$ cat src/rtl/shim_trigger_seq.sv
// Trigger sequencer: consumes shim commands, issues sync/external/forced triggers and logs a timestamp per trigger.
// Optional macro SHIM_TRIG_EDGE_DETECT_EN qualifies ext_trig on its rising edge instead of its level.
module shim_trigger_seq #(
  parameter int N_DAC           = 8,
  parameter int N_ADC           = 8,
  parameter int TIMER_WIDTH     = 64,
  parameter int LOCKOUT_DEFAULT = 5000,
  parameter int LOCKOUT_MIN     = 4
) (
  input  logic             clk,
  input  logic             resetn,
  output logic             cmd_word_rd_en,
  input  logic [31:0]      cmd_word,
  input  logic             cmd_buf_empty,
  output logic             data_word_wr_en,
  output logic [31:0]      data_word,
  input  logic             data_buf_full,
  input  logic             data_buf_almost_full,
  input  logic             ext_trig,
  input  logic [N_DAC-1:0] dac_waiting_for_trig,
  input  logic [N_ADC-1:0] adc_waiting_for_trig,
  output logic             trig_out,
  output logic [31:0]      trig_count,
  output logic             data_buf_overflow,
  output logic             bad_cmd
);

  typedef enum logic [2:0] {
    ST_IDLE, ST_SYNC, ST_EXPECT, ST_DELAY, ST_ERROR
  } state_t;

  typedef enum logic [2:0] {
    OP_ILLEGAL     = 3'd0,
    OP_SYNC_CH     = 3'd1,
    OP_SET_LOCKOUT = 3'd2,
    OP_EXPECT_EXT  = 3'd3,
    OP_DELAY       = 3'd4,
    OP_FORCE_TRIG  = 3'd5,
    OP_SET_MASK    = 3'd6,
    OP_CANCEL      = 3'd7
  } opcode_t;

  state_t                 state, state_n;
  opcode_t                opcode;
  logic [28:0]            cmd_val;
  logic                   cmd_avail, take, trig_raw, do_trig, cancel_take;
  logic                   all_waiting, ext_trig_q, lockout_ok, wr_busy;
  logic [N_DAC-1:0]       dac_mask;
  logic [N_ADC-1:0]       adc_mask;
  logic [28:0]            remaining, delay_cnt, lockout_cnt, lockout_val;
  logic [TIMER_WIDTH-1:0] trig_timer;
  logic                   timer_run, hi_pending;
  logic [31:0]            hi_word;

  assign opcode      = opcode_t'(cmd_word[31:29]);
  assign cmd_val     = cmd_word[28:0];
  assign cmd_avail   = !cmd_buf_empty;
  assign lockout_ok  = cmd_val >= 29'(LOCKOUT_MIN);
  assign wr_busy     = data_word_wr_en | hi_pending;
  // Masked-off channels count as waiting, so all-zero masks make this constantly true.
  assign all_waiting = (&(dac_waiting_for_trig | ~dac_mask)) &
                       (&(adc_waiting_for_trig | ~adc_mask));

`ifdef SHIM_TRIG_EDGE_DETECT_EN
  logic ext_trig_d;
  always_ff @(posedge clk) begin
    if (!resetn) ext_trig_d <= 1'b0;
    else         ext_trig_d <= ext_trig;
  end
  assign ext_trig_q = ext_trig & ~ext_trig_d;
`else
  assign ext_trig_q = ext_trig;
`endif

  // NOTE: every signal written here gets a default first, so no latch can be inferred.
  always_comb begin
    state_n  = state;
    take     = 1'b0;
    trig_raw = 1'b0;
    case (state)
      ST_IDLE: take = cmd_avail;
      ST_SYNC: begin
        if (all_waiting) begin
          trig_raw = 1'b1;
          state_n  = ST_IDLE;
          take     = cmd_avail;
        end
      end
      ST_EXPECT: begin
        if (remaining == '0) begin
          state_n = ST_IDLE;
          take    = cmd_avail;
        end else if (lockout_cnt == '0 && ext_trig_q) begin
          trig_raw = 1'b1;
          if (remaining == 29'd1) state_n = ST_IDLE;
        end
      end
      ST_DELAY: begin
        if (delay_cnt == '0) begin
          state_n = ST_IDLE;
          take    = cmd_avail;
        end
      end
      default: ;
    endcase

    if (state != ST_ERROR && cmd_avail && opcode == OP_CANCEL) take = 1'b1;

    if (take) begin
      case (opcode)
        OP_CANCEL, OP_SET_MASK: state_n = ST_IDLE;
        OP_FORCE_TRIG: begin
          trig_raw = 1'b1;
          state_n  = ST_IDLE;
        end
        OP_SET_LOCKOUT: state_n = lockout_ok ? ST_IDLE : ST_ERROR;
        OP_SYNC_CH: begin
          if (all_waiting) begin
            trig_raw = 1'b1;
            state_n  = ST_IDLE;
          end else begin
            state_n  = ST_SYNC;
          end
        end
        OP_EXPECT_EXT: state_n = (cmd_val == '0) ? ST_IDLE : ST_EXPECT;
        OP_DELAY:      state_n = (cmd_val == '0) ? ST_IDLE : ST_DELAY;
        default:       state_n = ST_ERROR;
      endcase
    end
  end

  assign cancel_take    = take && opcode == OP_CANCEL;
  assign do_trig        = trig_raw && !cancel_take;
  assign cmd_word_rd_en = take && resetn;

  // NOTE: sequential state uses non-blocking assignments so every register sees pre-edge values.
  always_ff @(posedge clk) begin
    if (!resetn) begin
      state             <= ST_IDLE;
      trig_out          <= 1'b0;
      trig_count        <= '0;
      bad_cmd           <= 1'b0;
      data_buf_overflow <= 1'b0;
      data_word_wr_en   <= 1'b0;
      data_word         <= '0;
      hi_word           <= '0;
      hi_pending        <= 1'b0;
      remaining         <= '0;
      delay_cnt         <= '0;
      lockout_cnt       <= '0;
      lockout_val       <= 29'(LOCKOUT_DEFAULT);
      dac_mask          <= '1;
      adc_mask          <= '1;
      trig_timer        <= '0;
      timer_run         <= 1'b0;
    end else begin
      state    <= state_n;
      trig_out <= do_trig && (state_n != ST_ERROR);
      if (do_trig)             trig_count <= trig_count + 32'd1;
      if (state_n == ST_ERROR) bad_cmd    <= 1'b1;

      if (take && opcode == OP_SET_MASK) begin
        dac_mask <= cmd_val[N_DAC-1:0];
        adc_mask <= cmd_val[8 +: N_ADC];
      end
      if (take && opcode == OP_SET_LOCKOUT && lockout_ok) lockout_val <= cmd_val;

      if (cancel_take)                                  remaining <= '0;
      else if (take && opcode == OP_EXPECT_EXT)         remaining <= cmd_val;
      else if (state == ST_EXPECT && do_trig)           remaining <= remaining - 29'd1;

      // Loading val-1 makes DELAY of N spend exactly N cycles in ST_DELAY.
      if (cancel_take)                                          delay_cnt <= '0;
      else if (take && opcode == OP_DELAY && cmd_val != '0)     delay_cnt <= cmd_val - 29'd1;
      else if (state == ST_DELAY && delay_cnt != '0)            delay_cnt <= delay_cnt - 29'd1;

      if (state == ST_EXPECT && do_trig) lockout_cnt <= lockout_val;
      else if (lockout_cnt != '0)        lockout_cnt <= lockout_cnt - 29'd1;

      if (timer_run || do_trig) begin
        timer_run <= 1'b1;
        if (trig_timer != '1) trig_timer <= trig_timer + 1'b1;
      end

      if (hi_pending) begin
        data_word_wr_en <= 1'b1;
        data_word       <= hi_word;
        hi_pending      <= 1'b0;
      end else if (do_trig && !wr_busy && !data_buf_full && !data_buf_almost_full) begin
        data_word_wr_en <= 1'b1;
        data_word       <= trig_timer[31:0];
        hi_word         <= 32'(trig_timer >> 32);
        hi_pending      <= 1'b1;
      end else begin
        data_word_wr_en <= 1'b0;
      end

      if (do_trig && (data_buf_full || data_buf_almost_full)) data_buf_overflow <= 1'b1;
    end
  end

endmodule

$ cat config.mk
export PLATFORM = sky130hd
export DESIGN_NAME = shim_trigger_seq
export DESIGN_NICKNAME = d
export VERILOG_FILES = /design/src/rtl/shim_trigger_seq.sv
export SDC_FILE = /design/constraint.sdc
export NUM_CORES = 1
export LEC_CHECK = 0
export BUFFER_PORTS_ARGS = -buffer_cell sky130_fd_sc_hd__buf_4
export CAP_MARGIN = 20
export CORE_MARGIN = 2
export CORE_UTILIZATION = 37
export CTS_CLUSTER_SIZE = 14
export DETAILED_ROUTE_END_ITERATION = 10
export SKIP_LAST_GASP = 1
export SLEW_MARGIN = 20
export SYNTH_ARGS = -nofsm -noshare
export SYNTH_HDL_FRONTEND = slang
export SYNTH_SLANG_ARGS = --single-unit
$ cat constraint.sdc
create_clock -name clk -period 10.4 [get_ports clk]
set_clock_uncertainty 0.1 [all_clocks]
set_input_delay 1.04 -clock clk [delete_from_list [all_inputs] [get_ports clk]]
set_output_delay 1.04 -clock clk [all_outputs]
set_load 0.01 [all_outputs]
# After elaboration in Yosys (flattened, before gate mapping)
# Cells that the tools add are included.
[op_classes]
add_sub_neg = 6
n_eq_ne = 15
mux = 34
n_lt_le_gt_ge = 1
bitwise_logic = 8
n_reduce_logical = 45
[op_table]
columns = ["operator", "count"]
rows = [
  ["29-bit two-way mux", 6],
  ["29-bit zero test", 4],
  ["29-bit by 1-bit subtractor with 29-bit output, second input constant", 4],
  ["29-bit nonzero test", 3],
  ["64-bit by 1-bit adder with 64-bit output, second input constant", 1],
  ["32-bit two-way mux", 2],
  ["64-bit inequality test, second input constant", 1],
  ["32-bit by 1-bit adder with 32-bit output, second input constant", 1],
  ["29-bit by 1-bit equality test with 1-bit output, second input constant", 1],
  ["29-bit by 3-bit greater-or-equal comparator with 1-bit output, second input constant", 1],
  ["3-bit two-way mux", 7],
  ["1-bit logical AND", 19],
  ["8-bit inverter", 2],
  ["8-bit OR", 2],
  ["8-bit AND reduction", 2],
  ["3-bit equality test, second input constant", 5],
  ["3-bit case mux with 5 select lines", 1],
  ["3-bit by 2-bit equality test with 1-bit output, second input constant", 4],
  ["1-bit two-way mux", 12],
  ["3-bit case mux with 3 select lines", 1],
  ["2-bit nonzero test", 4],
  ["3-bit by 1-bit equality test with 1-bit output, second input constant", 2],
  ["3-bit inequality test, second input constant", 2],
  ["1-bit zero test", 5],
  ["11 further kinds", 17],
]
[word_totals]
output_inout_bits = 69
regBits = 301

# Longest topological paths before layout
[depth]
word_depth = 15
ltp_mapped = 18

# Worst setup path after synthesis
# OpenSTA, ideal clock, no wires.
[synth_path]
path_kind = "input to register"
startpoint = "in cmd_word[20]"
endpoint = "reg delay_cnt[26]"
arrival_ns = 4.886
n_path_buf = 3
path_stages = 17
path_slack_ns = 5.339
cell_sequence = "clkbuf_1 > or4_1 > nor3_1 > nor3b_1 > nor3_1 > nand3_1 > clkbuf_1 > mux2i_1 > ha_1 > clkbuf_1 > nand4b_1 > or4_1 > nor4_2 > nand3_1 > nor3_1 > o221ai_1 > o21ai_0"
[synth_between]
elab_chain_cells = 3
word_cells_on_any_way = 5
[synth_lines]
columns = ["item", "line", "source"]
rows = [
  ["from (decl)", "13", "input logic [31:0] cmd_word,"],
  ["branches (longest 3 deep; another with 29-bit by 1-bit subtractor with 29-bit output)", "n/a", ""],
  ["to (signal assigned)", "174", "else if (take && opcode == OP_DELAY && cmd_val != '0) delay_cnt <= cmd_val - 29'd1;"],
  ["to (signal assigned)", "175", "else if (state == ST_DELAY && delay_cnt != '0) delay_cnt <= delay_cnt - 29'd1;"],
  ["to (decl)", "50", "logic [28:0] remaining, delay_cnt, lockout_cnt, lockout_val;"],
]
# Parallel ways; which one is timed is not known.
# A chain may end at the register's enable or synchronous reset.

# Worst setup path in the final report
[layout_path]
startpoint = "in dac_waiting_for_trig[1]"
endpoint = "reg delay_cnt[28]"
[layout_between]
elab_chain_cells = 9
word_cells_on_any_way = 12
[layout_lines]
columns = ["item", "line", "source"]
rows = [
  ["from (decl)", "20", "input logic [N_DAC-1:0] dac_waiting_for_trig,"],
  ["8-bit OR *", "61", "assign all_waiting = (&(dac_waiting_for_trig | ~dac_mask)) &"],
  ["8-bit AND reduction *", "61", ""],
  ["1-bit AND *", "61", ""],
  ["1-bit two-way mux *", "83", "if (all_waiting) begin"],
  ["1-bit case mux with 4 select lines *", "80", "case (state)"],
  ["1-bit two-way mux *", "107", "if (state != ST_ERROR && cmd_avail && opcode == OP_CANCEL) take = 1'b1;"],
  ["1-bit logical AND (2 in series)", "174", ""],
  ["29-bit two-way mux or 2-bit nonzero test (tied branches)", "n/a", ""],
]
# Every way passes the cells marked *; elsewhere a longest branch is shown, timed or not.

==> key figures <==
Run status
  – Status: completed

Synthesis
  – Share of flip-flops with an asynchronous set or reset: 0
  – FF+latch count, synth: between 300 and 400
  – Post-synth EDFFs: 0
  – Syn Std Cell Area: between 10,000 and 15,000 um^2
  – Synthesized area per cell: between 8 and 9 um^2
  – Sequential fraction of the synthesis area: 0.414
  – Post-Syn Instances: around 1,800
  – Mapped Nets: 1,878
  – Synth cell types: 69
  – Top FF cell, synth: dfxtp_1
  – Yosys Warn Count: 0

Timing
  – Crit path time final: between 5000 and 6000 ps
  – Final Slew Violations: 0
  – Final Cycle Share: 0.535
  – Worst Tran Pin Value: between 1000 and 1500 ps
  – Setup TNS: 0 ps
  – Endpoints failing setup: 0
  – Final Hold Fails: 0
  – RSZ-0062 raised after global routing: false
  – Fmax: ~180 MHz
  – Max-slew headroom: 0.306

Placement
  – GP Congestion: 0.912
  – Port buffer count: about 120
  – Placed insts: approximately 2,400
  – Hpwl dp: about 27,000 um
  – Post-place instance area: 15,800 um^2

Layout
  – Filler Cell Count: 3,916
  – Final instance area: between 15,000 and 20,000 um^2
  – Area Overhead vs Synth: 17.1%
  – Net count, final: around 1,900
  – Fraction of layout cells with a size suffix above 1: 0.119
  – Final cell count without fillers: 2,426

CTS
  – Root buffer cell: clkbuf_16
  – Reg clk slew, reported paths: 60 ps
  – CTS Hold Bufs: 0
  – Htree depth: 2
  – Maximum clock path buffer count: 3
  – Clock latency on the worst-skew pair: 530 ps
  – Post-CTS sizing: 0
  – Clock net sink count: roughly 300
  – CTS Buf Count: 34
  – Setup bufs post-CTS: 0
  – TritonCTS clock tree: built

Setup path
  – Critical R2R Launch: dac_mask[1]
  – WP data required: approximately 11,000 ps
  – Crit path capture type: flip-flop
  – CP Cell Sequence: buf_4 > nor2b_1 > a2111oi_0 > nand4_1 > a31oi_1 > nand3_1 > mux2i_1 > ha_1 > or4b_2 > nor3_1 > nand2_1 > nor3_1 > o21ai_0 > nand3_1 > o211ai_1
  – Critical Path Source: dac_waiting_for_trig[1]
  – CP Launch Type: input port
  – WS Path Type: input port to flip-flop
  – CP max FO: 11
  – Delay of the slowest critical-path stage: 650 ps
  – WP data arrival: about 6000 ps
  – Slowest cell on crit path: or4b_2

Power and ir drop
  – Peak VDD IR: approximately 0.00010 V
  – P per Cell Area: between 150 and 200 nW/um^2
  – Leak Pwr: 0.00624 uW

Die
  – Ports: roughly 120
  – Row Count: 72
  – Die X: about 200 um
  – Initial core utilization: 0.375
  – Die H: a little over 200 um
  – Die ar.: just over 40,000 um^2
  – Core area: 38,700 um^2

GRT
  – Largest net degree at the start of global routing: ~110
  – Grt met2 use: 0.333
  – Total track usage: 0.195
  – Initial antenna violation count: 0
  – GRT met1 Usage: 0.253
  – First-pass GRT wire length: 66,200 um
  – Layer with the highest usage: met2
  – Vias in the first global route: between 10,000 and 15,000
  – Met3 Use GR: 0.0266
  – Congestion Overflow GR: 0

Route
  – DR iter-0 viols: roughly 800
  – Antenna viol nets, final: 0
  – Drt pass-1 iters: 5
  – Drt drc: 0
  – Via count: 13,462
  – Detailed Route WL: between 40,000 and 50,000 um
  – Vias per cell: approximately 5.5
  – WL/cell: about 17 um

Worst hold path
  – Worst hold start: hi_word[9]
  – Hold Path Class: flip-flop to flip-flop

Flow run
  – MaxCap Viol Count: 0
## kinds of logic (layout without fill, tap and decap cells)
family                   Yosys count  count (layout)  share of synthesized area
flip-flops                       301             301                      0.414
adder cells (fa/ha/maj)            7               7                    0.00602
other                              0               1                          0
multiplexers                      56              56                     0.0385
buffers and inverters            135             225                     0.0364
XOR/XNOR                         102             102                     0.0614
AND/OR/NAND/NOR                  792             792                      0.266
AO/OA/AOI/OAI                    424             424                      0.177
## metrics by stage
step	power [uW]	worst slack, ps	utilization	hold slack (ps)
finish	3100	4840	0.440	346
global route	3250	4280	0.440	366
floorplan	1710	5340	-	329
detailed placement	1860	4330	0.409	341
CTS	3120	4820	0.439	349
global placement	1850	4360	0.409	339
## power by group
part	internal, uW	switching (uW)	leakage, uW
clock network	764	492	0.000582
logic	232	331	0.00323
registers	1220	61.5	0.00243
## final timing paths
check / end / slack, ps / cells after the start
min reg2reg: hi_word[9] / 350 / 2
max: delay_cnt[28] / 4840 / 15
max reg2reg: delay_cnt[28] / 5060 / 14
min: hi_word[9] / 350 / 2
## worst max-delay path: cells and delay by family
family                   cells  cell delay (ps)
AND/OR/NAND/NOR              8             2750
AO/OA/AOI/OAI                4             1200
adder cells (fa/ha/maj)      1              430
multiplexers                 1              320
buffers and inverters        1               90
## sequential cells by signal, indices dropped and copies added (netlist names), 3 cells and up
register	count
trig_timer	64
data_word	32
hi_word	32
trig_count	32
delay_cnt	29
lockout_cnt	29
lockout_val	29
remaining	29
adc_mask	8
dac_mask	8
state	3
## cell type report
class	count	area, um^2	area share
Sequential cell	301	6030	0.354
Inverter	26	103	0.00602
Tap cell	518	648	0.0381
Timing Repair Buffer	139	1040	0.0613
Antenna cell	1	2.50	0.000147
Clock buffer	48	1020	0.0602
Multi-Input combinational cell	1381	8030	0.471
Clock inverter	12	153	0.00896
## per-layer routing
metal	routed length, um	share of wire
met5	0	0
met4	977	0.024
met3	1910	0.047
met2	19200	0.47
met1	18800	0.46
## cell usage in the layout, fill, tap and decap left out, drive strengths merged, types with 48 or more instances in the layout
cell,count
or3,54
mux2i,56
xor2,50
buf,139
nor3,63
xnor2,52
clkbuf,48
nand2,255
a21oi,157
o21ai,100
nor2,162
dfxtp,301
nand3,64
## Yosys cell counts, types with 5 or more instances
master | number | area (um^2)
xor2_1 | 50 | 438
o2111ai_1 | 10 | 87.6
o311ai_0 | 7 | 61.3
o21a_1 | 14 | 105
buf_2 | 15 | 75.1
or3_1 | 53 | 332
or2_2 | 8 | 50.1
clkbuf_1 | 91 | 342
a211oi_1 | 28 | 210
nor3_1 | 63 | 315
nor2_1 | 162 | 608
nand4_1 | 33 | 206
and2_1 | 18 | 113
a31oi_1 | 35 | 219
o31a_1 | 5 | 43.8
or4_1 | 27 | 203
and4_1 | 6 | 52.6
dfxtp_1 | 301 | 6030
o21ai_0 | 99 | 495
o31ai_1 | 18 | 135
mux2i_1 | 56 | 561
nand2_1 | 255 | 957
nand2b_1 | 9 | 56.3
ha_1 | 7 | 87.6
xnor2_1 | 52 | 455
nor4_1 | 32 | 200
o211ai_1 | 14 | 105
a22oi_1 | 9 | 67.6
nand3_1 | 64 | 320
a21oi_1 | 156 | 781
nor2b_1 | 17 | 106
inv_1 | 23 | 86.3
and3_1 | 22 | 138
No activity file was read; power rests on OpenSTA's default activity.
